--- src/rtl/uart_rx_fsm_if.sv ---
// uart_rx_fsm_if: serial line, counter status, checker results
// and the enables/strobes produced by the UART RX control FSM.
interface uart_rx_fsm_if;
  logic       RX_IN;
  logic       PAR_EN;
  logic [5:0] Prescale;
  logic [5:0] edge_cnt;
  logic [3:0] bit_cnt;
  logic       strt_glitch;
  logic       par_err;
  logic       stp_err;
  logic       edge_bit_en;
  logic       dat_samp_en;
  logic       deser_en;
  logic       strt_chk_en;
  logic       par_chk_en;
  logic       stp_chk_en;
  logic       data_valid;

  modport master (
    output RX_IN, PAR_EN, Prescale,
    output edge_cnt, bit_cnt,
    output strt_glitch, par_err, stp_err,
    input  edge_bit_en, dat_samp_en,
    input  deser_en, strt_chk_en,
    input  par_chk_en, stp_chk_en,
    input  data_valid
  );

  modport slave (
    input  RX_IN, PAR_EN, Prescale,
    input  edge_cnt, bit_cnt,
    input  strt_glitch, par_err, stp_err,
    output edge_bit_en, dat_samp_en,
    output deser_en, strt_chk_en,
    output par_chk_en, stp_chk_en,
    output data_valid
  );
endinterface

--- src/rtl/uart_rx_fsm.sv ---
// uart_rx_fsm: UART RX frame walker (start/data/parity/stop)
// driving sampler, deserializer and checker enables.
module uart_rx_fsm #(
  parameter int DATA_WIDTH = 8
) (
  input logic          CLK,
  input logic          RST,
  uart_rx_fsm_if.slave bus
);

  localparam logic [2:0] IDLE   = 3'd0;
  localparam logic [2:0] START  = 3'd1;
  localparam logic [2:0] DATA   = 3'd2;
  localparam logic [2:0] PARITY = 3'd3;
  localparam logic [2:0] STOP   = 3'd4;
  localparam logic [2:0] DONE   = 3'd5;

  localparam logic [3:0] LAST_BIT = 4'(DATA_WIDTH);

  logic [2:0] state;
  logic [2:0] state_nxt;
  logic       frame_err;
  logic       frame_err_nxt;
  logic       cp;
  logic       last_bit;

  assign cp       = bus.edge_cnt == (bus.Prescale - 6'd1);
  assign last_bit = bus.bit_cnt == LAST_BIT;

  always_comb begin
    state_nxt     = state;
    frame_err_nxt = frame_err;
    unique case (state)
      IDLE: begin
        frame_err_nxt = 1'b0;
        if (!bus.RX_IN)
          state_nxt = START;
      end
      START: begin
        if (cp)
          state_nxt = bus.strt_glitch ? IDLE : DATA;
      end
      DATA: begin
        if (cp && last_bit)
          state_nxt = bus.PAR_EN ? PARITY : STOP;
      end
      PARITY: begin
        // stop bit is always walked to keep bit alignment
        if (cp) begin
          if (bus.par_err)
            frame_err_nxt = 1'b1;
          state_nxt = STOP;
        end
      end
      STOP: begin
        if (cp)
          state_nxt = (bus.stp_err || frame_err) ? IDLE : DONE;
      end
      DONE: begin
        state_nxt = bus.RX_IN ? IDLE : START;
      end
      default: begin
        state_nxt     = IDLE;
        frame_err_nxt = 1'b0;
      end
    endcase
  end

  always_ff @(posedge CLK or posedge RST) begin
    if (RST) begin
      state     <= IDLE;
      frame_err <= 1'b0;
    end else begin
      state     <= state_nxt;
      frame_err <= frame_err_nxt;
    end
  end

  logic in_bit;

  assign in_bit = (state == START) || (state == DATA) ||
                  (state == PARITY) || (state == STOP);

  assign bus.edge_bit_en = in_bit;
  assign bus.dat_samp_en = in_bit;
  assign bus.strt_chk_en = state == START;
  assign bus.par_chk_en  = state == PARITY;
  assign bus.stp_chk_en  = state == STOP;
  assign bus.data_valid  = state == DONE;
  assign bus.deser_en    = (state == DATA) && cp;

endmodule

--- src/flat_wrapper.sv ---
// flat-port wrapper written by rule: the top's interface ports become plain ports
module uart_rx_fsm_flat 
#(
  parameter int DATA_WIDTH = 8
)
  (CLK, RST, bus_RX_IN, bus_PAR_EN, bus_Prescale, bus_edge_cnt, bus_bit_cnt, bus_strt_glitch, bus_par_err, bus_stp_err, bus_edge_bit_en, bus_dat_samp_en, bus_deser_en, bus_strt_chk_en, bus_par_chk_en, bus_stp_chk_en, bus_data_valid);
  uart_rx_fsm_if bus_i ();
  input logic CLK;
  input logic RST;
  input wire logic [$bits(bus_i.RX_IN)-1:0] bus_RX_IN;
  input wire logic [$bits(bus_i.PAR_EN)-1:0] bus_PAR_EN;
  input wire logic [$bits(bus_i.Prescale)-1:0] bus_Prescale;
  input wire logic [$bits(bus_i.edge_cnt)-1:0] bus_edge_cnt;
  input wire logic [$bits(bus_i.bit_cnt)-1:0] bus_bit_cnt;
  input wire logic [$bits(bus_i.strt_glitch)-1:0] bus_strt_glitch;
  input wire logic [$bits(bus_i.par_err)-1:0] bus_par_err;
  input wire logic [$bits(bus_i.stp_err)-1:0] bus_stp_err;
  output wire logic [$bits(bus_i.edge_bit_en)-1:0] bus_edge_bit_en;
  output wire logic [$bits(bus_i.dat_samp_en)-1:0] bus_dat_samp_en;
  output wire logic [$bits(bus_i.deser_en)-1:0] bus_deser_en;
  output wire logic [$bits(bus_i.strt_chk_en)-1:0] bus_strt_chk_en;
  output wire logic [$bits(bus_i.par_chk_en)-1:0] bus_par_chk_en;
  output wire logic [$bits(bus_i.stp_chk_en)-1:0] bus_stp_chk_en;
  output wire logic [$bits(bus_i.data_valid)-1:0] bus_data_valid;
  assign bus_i.RX_IN = bus_RX_IN;
  assign bus_i.PAR_EN = bus_PAR_EN;
  assign bus_i.Prescale = bus_Prescale;
  assign bus_i.edge_cnt = bus_edge_cnt;
  assign bus_i.bit_cnt = bus_bit_cnt;
  assign bus_i.strt_glitch = bus_strt_glitch;
  assign bus_i.par_err = bus_par_err;
  assign bus_i.stp_err = bus_stp_err;
  assign bus_edge_bit_en = bus_i.edge_bit_en;
  assign bus_dat_samp_en = bus_i.dat_samp_en;
  assign bus_deser_en = bus_i.deser_en;
  assign bus_strt_chk_en = bus_i.strt_chk_en;
  assign bus_par_chk_en = bus_i.par_chk_en;
  assign bus_stp_chk_en = bus_i.stp_chk_en;
  assign bus_data_valid = bus_i.data_valid;
  uart_rx_fsm #(.DATA_WIDTH(DATA_WIDTH)) u_core (.CLK(CLK), .RST(RST), .bus(bus_i));
endmodule
--- config.mk ---
export PLATFORM = sky130hd
export DESIGN_NAME = uart_rx_fsm_flat
export DESIGN_NICKNAME = d
export VERILOG_FILES = /design/src/rtl/uart_rx_fsm_if.sv /design/src/rtl/uart_rx_fsm.sv /design/src/flat_wrapper.sv
export SDC_FILE = /design/constraint.sdc
export NUM_CORES = 1
export LEC_CHECK = 0
export CELL_PAD_IN_SITES_DETAIL_PLACEMENT = 0
export CELL_PAD_IN_SITES_GLOBAL_PLACEMENT = 2
export CORE_MARGIN = 3
export CORE_UTILIZATION = 19
export CTS_CLUSTER_DIAMETER = 150
export DETAILED_ROUTE_END_ITERATION = 10
export PLACE_DENSITY = 0.85
export SLEW_MARGIN = 0
export SYNTH_ARGS = -nofsm -noshare
export SYNTH_HDL_FRONTEND = slang
export SYNTH_SLANG_ARGS = --single-unit
--- constraint.sdc ---
create_clock -name CLK -period 3.87 [get_ports CLK]
set_clock_uncertainty 0.1 [all_clocks]
set_input_delay 1.161 -clock CLK [delete_from_list [all_inputs] [get_ports CLK]]
set_output_delay 1.161 -clock CLK [all_outputs]
set_load 0.05 [all_outputs]
==> impl_metrics.ini, run 1 <==
[global_route]
grt_pass1_vias = 671
grt_pass1_wl_mm = 2.73
antenna_found_initial = 0
track_usage = 0.0955
grt_overflow = 0
grt_max_degree = 18

[clock_tree]
clockBufferDepth = 2
cts_root_buf = clkbuf_4
path_clk_slew_ps = 30
tritoncts = done
cts_max_level = 1
cts.hold.buffers_added = 0
cts_sinks = 4
cts_buffers = 3
clk_latency_ps = 240

[die]
ioPinCount = 30
die_h_um = 61.3
row_count = 19
die_x_um = 61.3
floorplan.die_area_um2 = 3760
core_area_um2 = 2830
start_util = 0.206

[setup_path]
max_stage_delay_ps = 350
crit_buf_inv = 2
cp-start-kind = input port
cp-startpoint = bus_Prescale[2]
regToRegStartpoint = u_core.state[0]
cp_max_fo = 5
critical_path_class = input port to output port
cp_cell_sequence = buf_2, nand2b_4, o211a_1, o31a_1, or3_4, nor3_4, buf_12
critical_path_arrival_ps = 2650
end_kind = output port
critPathSlowestCell = or3_4
reg2reg_slack_ps = 2080
cp.required_ps = 2610
cp_top_family = simple AND/OR/NAND/NOR gates

[yosys]
yosysWarnings = 0
netlist-cell-type-count = 36
syn_inst = 80
netlist_area_um2 = 582
synth_area_per_cell_um2 = 7.27
yosys_register_bits = 4
synth_async_sr_flop_share = 1.00
synth_flop_cell = dfrtp_1
synth_edf_count = 0
yosysSeqAreaShare = 0.172
synth_nets = 104

[power]
ir_drop_mv = 0.0516
finalPower_mw = 0.177
p_leak_nw = 0.430
power_per_cell_area_nw_per_um2 = 166

[worst_hold_path]
hp-start = u_core.frame_err
min_path_type = flop to flop

[timing]
rsz0062_at_grt = true
finalSetupViolCount = 1
setup_tns_ps = -40.9
setup_slack_ps = -40.9
relSlewSlack = 0.669
fmax_ghz = 0.256
drv_slew = 0
tightest_slew_ps = 495
finalHoldViolCount = 0
fin_crit_sh = 1.01
period_needed_ps = 3910

[layout]
antenna_cells = 0
layout.nets = 138
drive_above_1_share = 0.286
area_delta_synth_final_pct = 83.0

[route]
vias = 678
wl_per_cell_um = 12.1
dr.first_iter.drc_count = 20
via_per_inst = 4.74
remaining_drc_errors = 0
drt_wl_total_mm = 1.73
first_pass_iters = 3
ant_nets = 0

[run_status]
status = complete, but fails checks
violations = negative setup slack

[flow_run]
cap_violations = 0

[place]
gp_congestion = 0.788
dp_hpwl_mm = 1.41
numPortBuffers = 29
-- cell type report --
cell class	count	area [µm²]
sequential	4	100
clock buffer	3	22.5
fill	294	1760
timing repair buffer	34	333
tap	31	38.8
inverter	8	45.0
multi-input combinational	63	526
-- where the power goes --
group	leakage (nW)	total (mW)	internal [mW]	switching (mW)
clock	0.0138	0.0545	0.0349	0.0196
sequential	0.0506	0.0464	0.0441	0.00227
combinational	0.366	0.0760	0.0439	0.0321
-- worst register-to-register path: cells and delay by family, from the launching register on --
kind / cells / cell delay [ps]
AOI/OAI and AO/OA: 3 / 400
DFF: 1 / 530
and+or+nand+nor: 3 / 670
-- placed cells by master, fill, tap and decap left out, types with 3 or more instances in the layout --
cell type,synthesis,routed
clkdlybuf4s50_1,0,16
nor2_1,8,7
inv_1,7,5
a21oi_1,5,5
dlygate4sd2_1,0,5
nand2_1,4,4
buf_4,1,4
dfrtp_1,4,4
xnor2_2,0,3
o21ai_0,3,3
nor3_1,5,3
clkbuf_4,0,3
-- synth_stat cells, drive strengths merged (2+ instances only) --
| library cell | n | area, µm² |
|---|---|---|
| nor4 | 3 | 25.0 |
| xor2 | 2 | 17.5 |
| nor3 | 5 | 25.0 |
| o31ai | 2 | 15.0 |
| nor2 | 8 | 30.0 |
| nor2b | 2 | 12.5 |
| a31oi | 2 | 12.5 |
| o21ai | 4 | 20.0 |
| nand2 | 4 | 15.0 |
| nand2b | 4 | 32.5 |
| o31a | 2 | 17.5 |
| dfrtp | 4 | 100 |
| xnor2 | 5 | 43.8 |
| inv | 8 | 30.0 |
| a21oi | 5 | 25.0 |
| clkbuf | 4 | 15.0 |
-- flip-flops by register name, summed over array words and instances, names as in the netlist --
| register | cells |
|---|---|
| u_core.frame_err | 1 |
| u_core.state | 3 |
-- per-layer routing --
metal / part of all wire / GRT usage / vias to the layer above
li1: - / - / 351
met1: 0.42 / 0.107 / 302
met2: 0.51 / 0.178 / 25
met3: 0.075 / 0.0168 / 0
met4: 0 / 0.0364 / 0
met5: 0 / 0 / -
-- what timing repair did --
item | CTS | global route
pin swaps | 9 | 6
setup endpoints to repair | 1 | 1
buffers inserted | 0 | 0
gates resized for setup | 30 | 15
-- path summary, 6_finish.rpt --
kind,endpoint,cells after the start
min,u_core.frame_err,2
max,bus_deser_en,7
min in group asynchronous,u_core.state[1],2
max reg2reg,u_core.state[2],6
min reg2reg,u_core.frame_err,2
max in group asynchronous,u_core.state[2],2
-- per-stage QoR --
stage                     utilization  hold WS, ps  area, µm²  instances  setup slack, ps
after global routing            0.376          487       1060        143             -107
after CTS                       0.364          466       1030        144            -76.6
after global placement          0.348          449        985        141             -594
after detailed placement        0.348          457        985        141             -620
after floorplan                     -          392        623         80            -67.1
final                           0.376          453       1060        143            -40.9
-- logic make-up after synthesis --
family | after synthesis | share of synthesized area
flip-flops | 4 | 0.172
buffers and inverters | 13 | 0.0903
XOR/XNOR | 7 | 0.105
AO/OA/AOI/OAI | 21 | 0.243
AND/OR/NAND/NOR | 34 | 0.368
adder cells (fa/ha/maj) | 1 | 0.0215
No activity file was read; power rests on OpenSTA's default activity.
==> run 2: changes to the inputs <==
Settings changed: ABC_CLOCK_PERIOD_IN_PS set to 3870.
==> results of run 2 <==
Same layout as run 1: the final DEF is identical, and so are final timing and power.
==> run 3: changes to the inputs <==
Settings changed: CELL_PAD_IN_SITES_DETAIL_PLACEMENT 0 to unset, CELL_PAD_IN_SITES_GLOBAL_PLACEMENT 2 to unset, CORE_UTILIZATION 19 to 35, PLACE_DENSITY 0.85 to 0.81, SLEW_MARGIN 0 to 5.
==> run 3 against run 2 <==
Against the previous run:
- the flow still finishes with violations (negative setup slack)
- clock power decreased by 1%
- flip-flop and latch count unchanged
- power decreased by 1.8%
- hold slack got worse by 0.86 ps
- die area decreased by 42%
- final cell count decreased by 9.8%
- critical endpoint unchanged
==> impl_metrics.ini, run 3 (synthesis results as in run 1) <==
[clock_tree]
cts_max_level = 1
cts_buffers = 3
post_cts_buffers = 0
cts_root_buf = clkbuf_4
path_clk_slew_ps = 40
tritoncts = done
clk_latency_ps = 250
clockBufferDepth = 2
cts_sinks = 4

[setup_path]
cp_top_family = simple AND/OR/NAND/NOR gates
critical_path_arrival_ps = 2650
max_stage_delay_ps = 360
cp.required_ps = 2610
critical_path_class = input port to output port
cp_cell_sequence = buf_6, buf_8, inv_12, ha_4, xnor2_2, nor2_2, nand4b_4, or3_4, nor3_4, buf_12
crit_buf_inv = 4
cp-start-kind = input port
end_kind = output port
cp_max_fo = 3
critPathSlowestCell = or3_4

[die]
start_util = 0.377
die_x_um = 46.8
core_area_um2 = 1540
die_h_um = 46.8
floorplan.die_area_um2 = 2190
ioPinCount = 30
row_count = 14

[power]
power_per_cell_area_nw_per_um2 = 171
ir_drop_mv = 0.0772
p_leak_nw = 0.411

[layout]
final_common_cell = clkdlybuf4s50_1
reg.largest.list = u_core.state: 3 flops, u_core.frame_err: 1 flops
drive_above_1_share = 0.274
largest_register_ffs = 3
nFillCells = 140
post-route-util = 0.659
area_delta_synth_final_pct = 74.6
final_cell_mix = 17 x clkdlybuf4s50_1, 7 x nor2_1, 6 x dlygate4sd2_1
top_register = u_core.state
antenna_cells = 0
layout.nets = 139

[global_route]
grt_pass1_vias = 580
grt_overflow = 0
grt_max_degree = 18
grt_pass1_wl_mm = 2.53
track_usage = 0.165
antenna_found_initial = 0

[place]
numPortBuffers = 29
dp_hpwl_mm = 1.33
pre_cts_slack_ps = -601
gp_congestion = 0.823

[route]
via_per_inst = 5.47
first_pass_iters = 4
vias = 706
drt_wl_total_mm = 1.71
wl_per_cell_um = 13.3
remaining_drc_errors = 0
ant_nets = 0
dr.first_iter.drc_count = 17

[timing]
finalHoldViolCount = 0
fmax_ghz = 0.256
setup_slack_ps = -40.3
tightest_slew_ps = 503
fin_crit_sh = 1.01
period_needed_ps = 3910
rsz0062_at_grt = true
drv_slew = 0
finalSetupViolCount = 1
relSlewSlack = 0.664

[flow_run]
cap_violations = 0

[worst_hold_path]
min_path_type = flop to flop

[run_status]
status = complete, but fails checks
violations = negative setup slack
-- run 3: cell types whose count changed in the layout (fill, tap and decap cells not counted), sizes merged --
cell           change
buf                +1
dlymetal6s2s       -1
clkdlybuf4s50      +1
dlygate4sd2        +1
clkdlybuf4s15      -1
-- run 3: worst min-delay path, cell delays in order (launching register included) --
cell and delay [ps]:
dfrtp_1 370, o31ai_1 90, o31ai_1 60
-- run 3: where the power goes --
group | internal, mW | switching, mW | total, mW | leakage [nW]
registers | 0.0441 | 0.00225 | 0.0464 | 0.0506
clock network | 0.0348 | 0.0191 | 0.0539 | 0.0138
logic | 0.0424 | 0.0309 | 0.0734 | 0.346
total | 0.121 | 0.0523 | 0.174 | 0.411
-- run 3: metal layers --
metal	vias up	track usage	part of all wire	routed length, µm
li1	352	-	-	-
met1	309	0.211	0.44	758
met2	42	0.268	0.47	797
met3	3	0.0153	0.072	123
met4	0	0.0994	0.019	32
met5	-	0	0	0
-- run 3: what timing repair did --
action / CTS / global route
gates resized for setup: 33 / 4
hold buffers: 0 / 0
endpoints found under the hold margin: 0 / 0
pin swaps: 11 / 1
setup endpoints to repair: 1 / 1
-- run 3: stage by stage --
stage          cells  cell area (µm²)  TNS, ps  hold slack, ps  power (mW)
2_1_floorplan     80              623    -67.1             392      0.0780
3_3_place_gp     126              966     -582             436       0.115
3_5_place_dp     126              966     -601             435       0.117
4_1_cts          129             1020    -66.1             450       0.177
5_1_grt          129             1020    -92.4             473       0.184
6_report         129             1020    -40.3             452       0.174
-- run 3: cell type report --
cell class              instances  area (µm²)  share of cell area
clock buffers                   3        22.5              0.0222
multi-input cells              63         500               0.493
repair buffers                 35         330               0.325
flip-flops and latches          4         100              0.0985
inverters                       8        42.5              0.0419
well taps                      16        20.0              0.0197
-- run 3: worst paths after layout --
| path | from | slack, ps | end | cells after the start |
|---|---|---|---|---|
| setup / recovery | bus_Prescale[1] | -40 | bus_deser_en | 10 |
| hold reg to reg | u_core.frame_err | 450 | u_core.frame_err | 2 |
| hold / removal | u_core.frame_err | 450 | u_core.frame_err | 2 |
| setup reg to reg | u_core.state[1] | 1980 | u_core.state[0] | 4 |
| min in group asynchronous | RST | 1010 | u_core.frame_err | 2 |
| max in group asynchronous | RST | 2510 | u_core.state[1] | 2 |
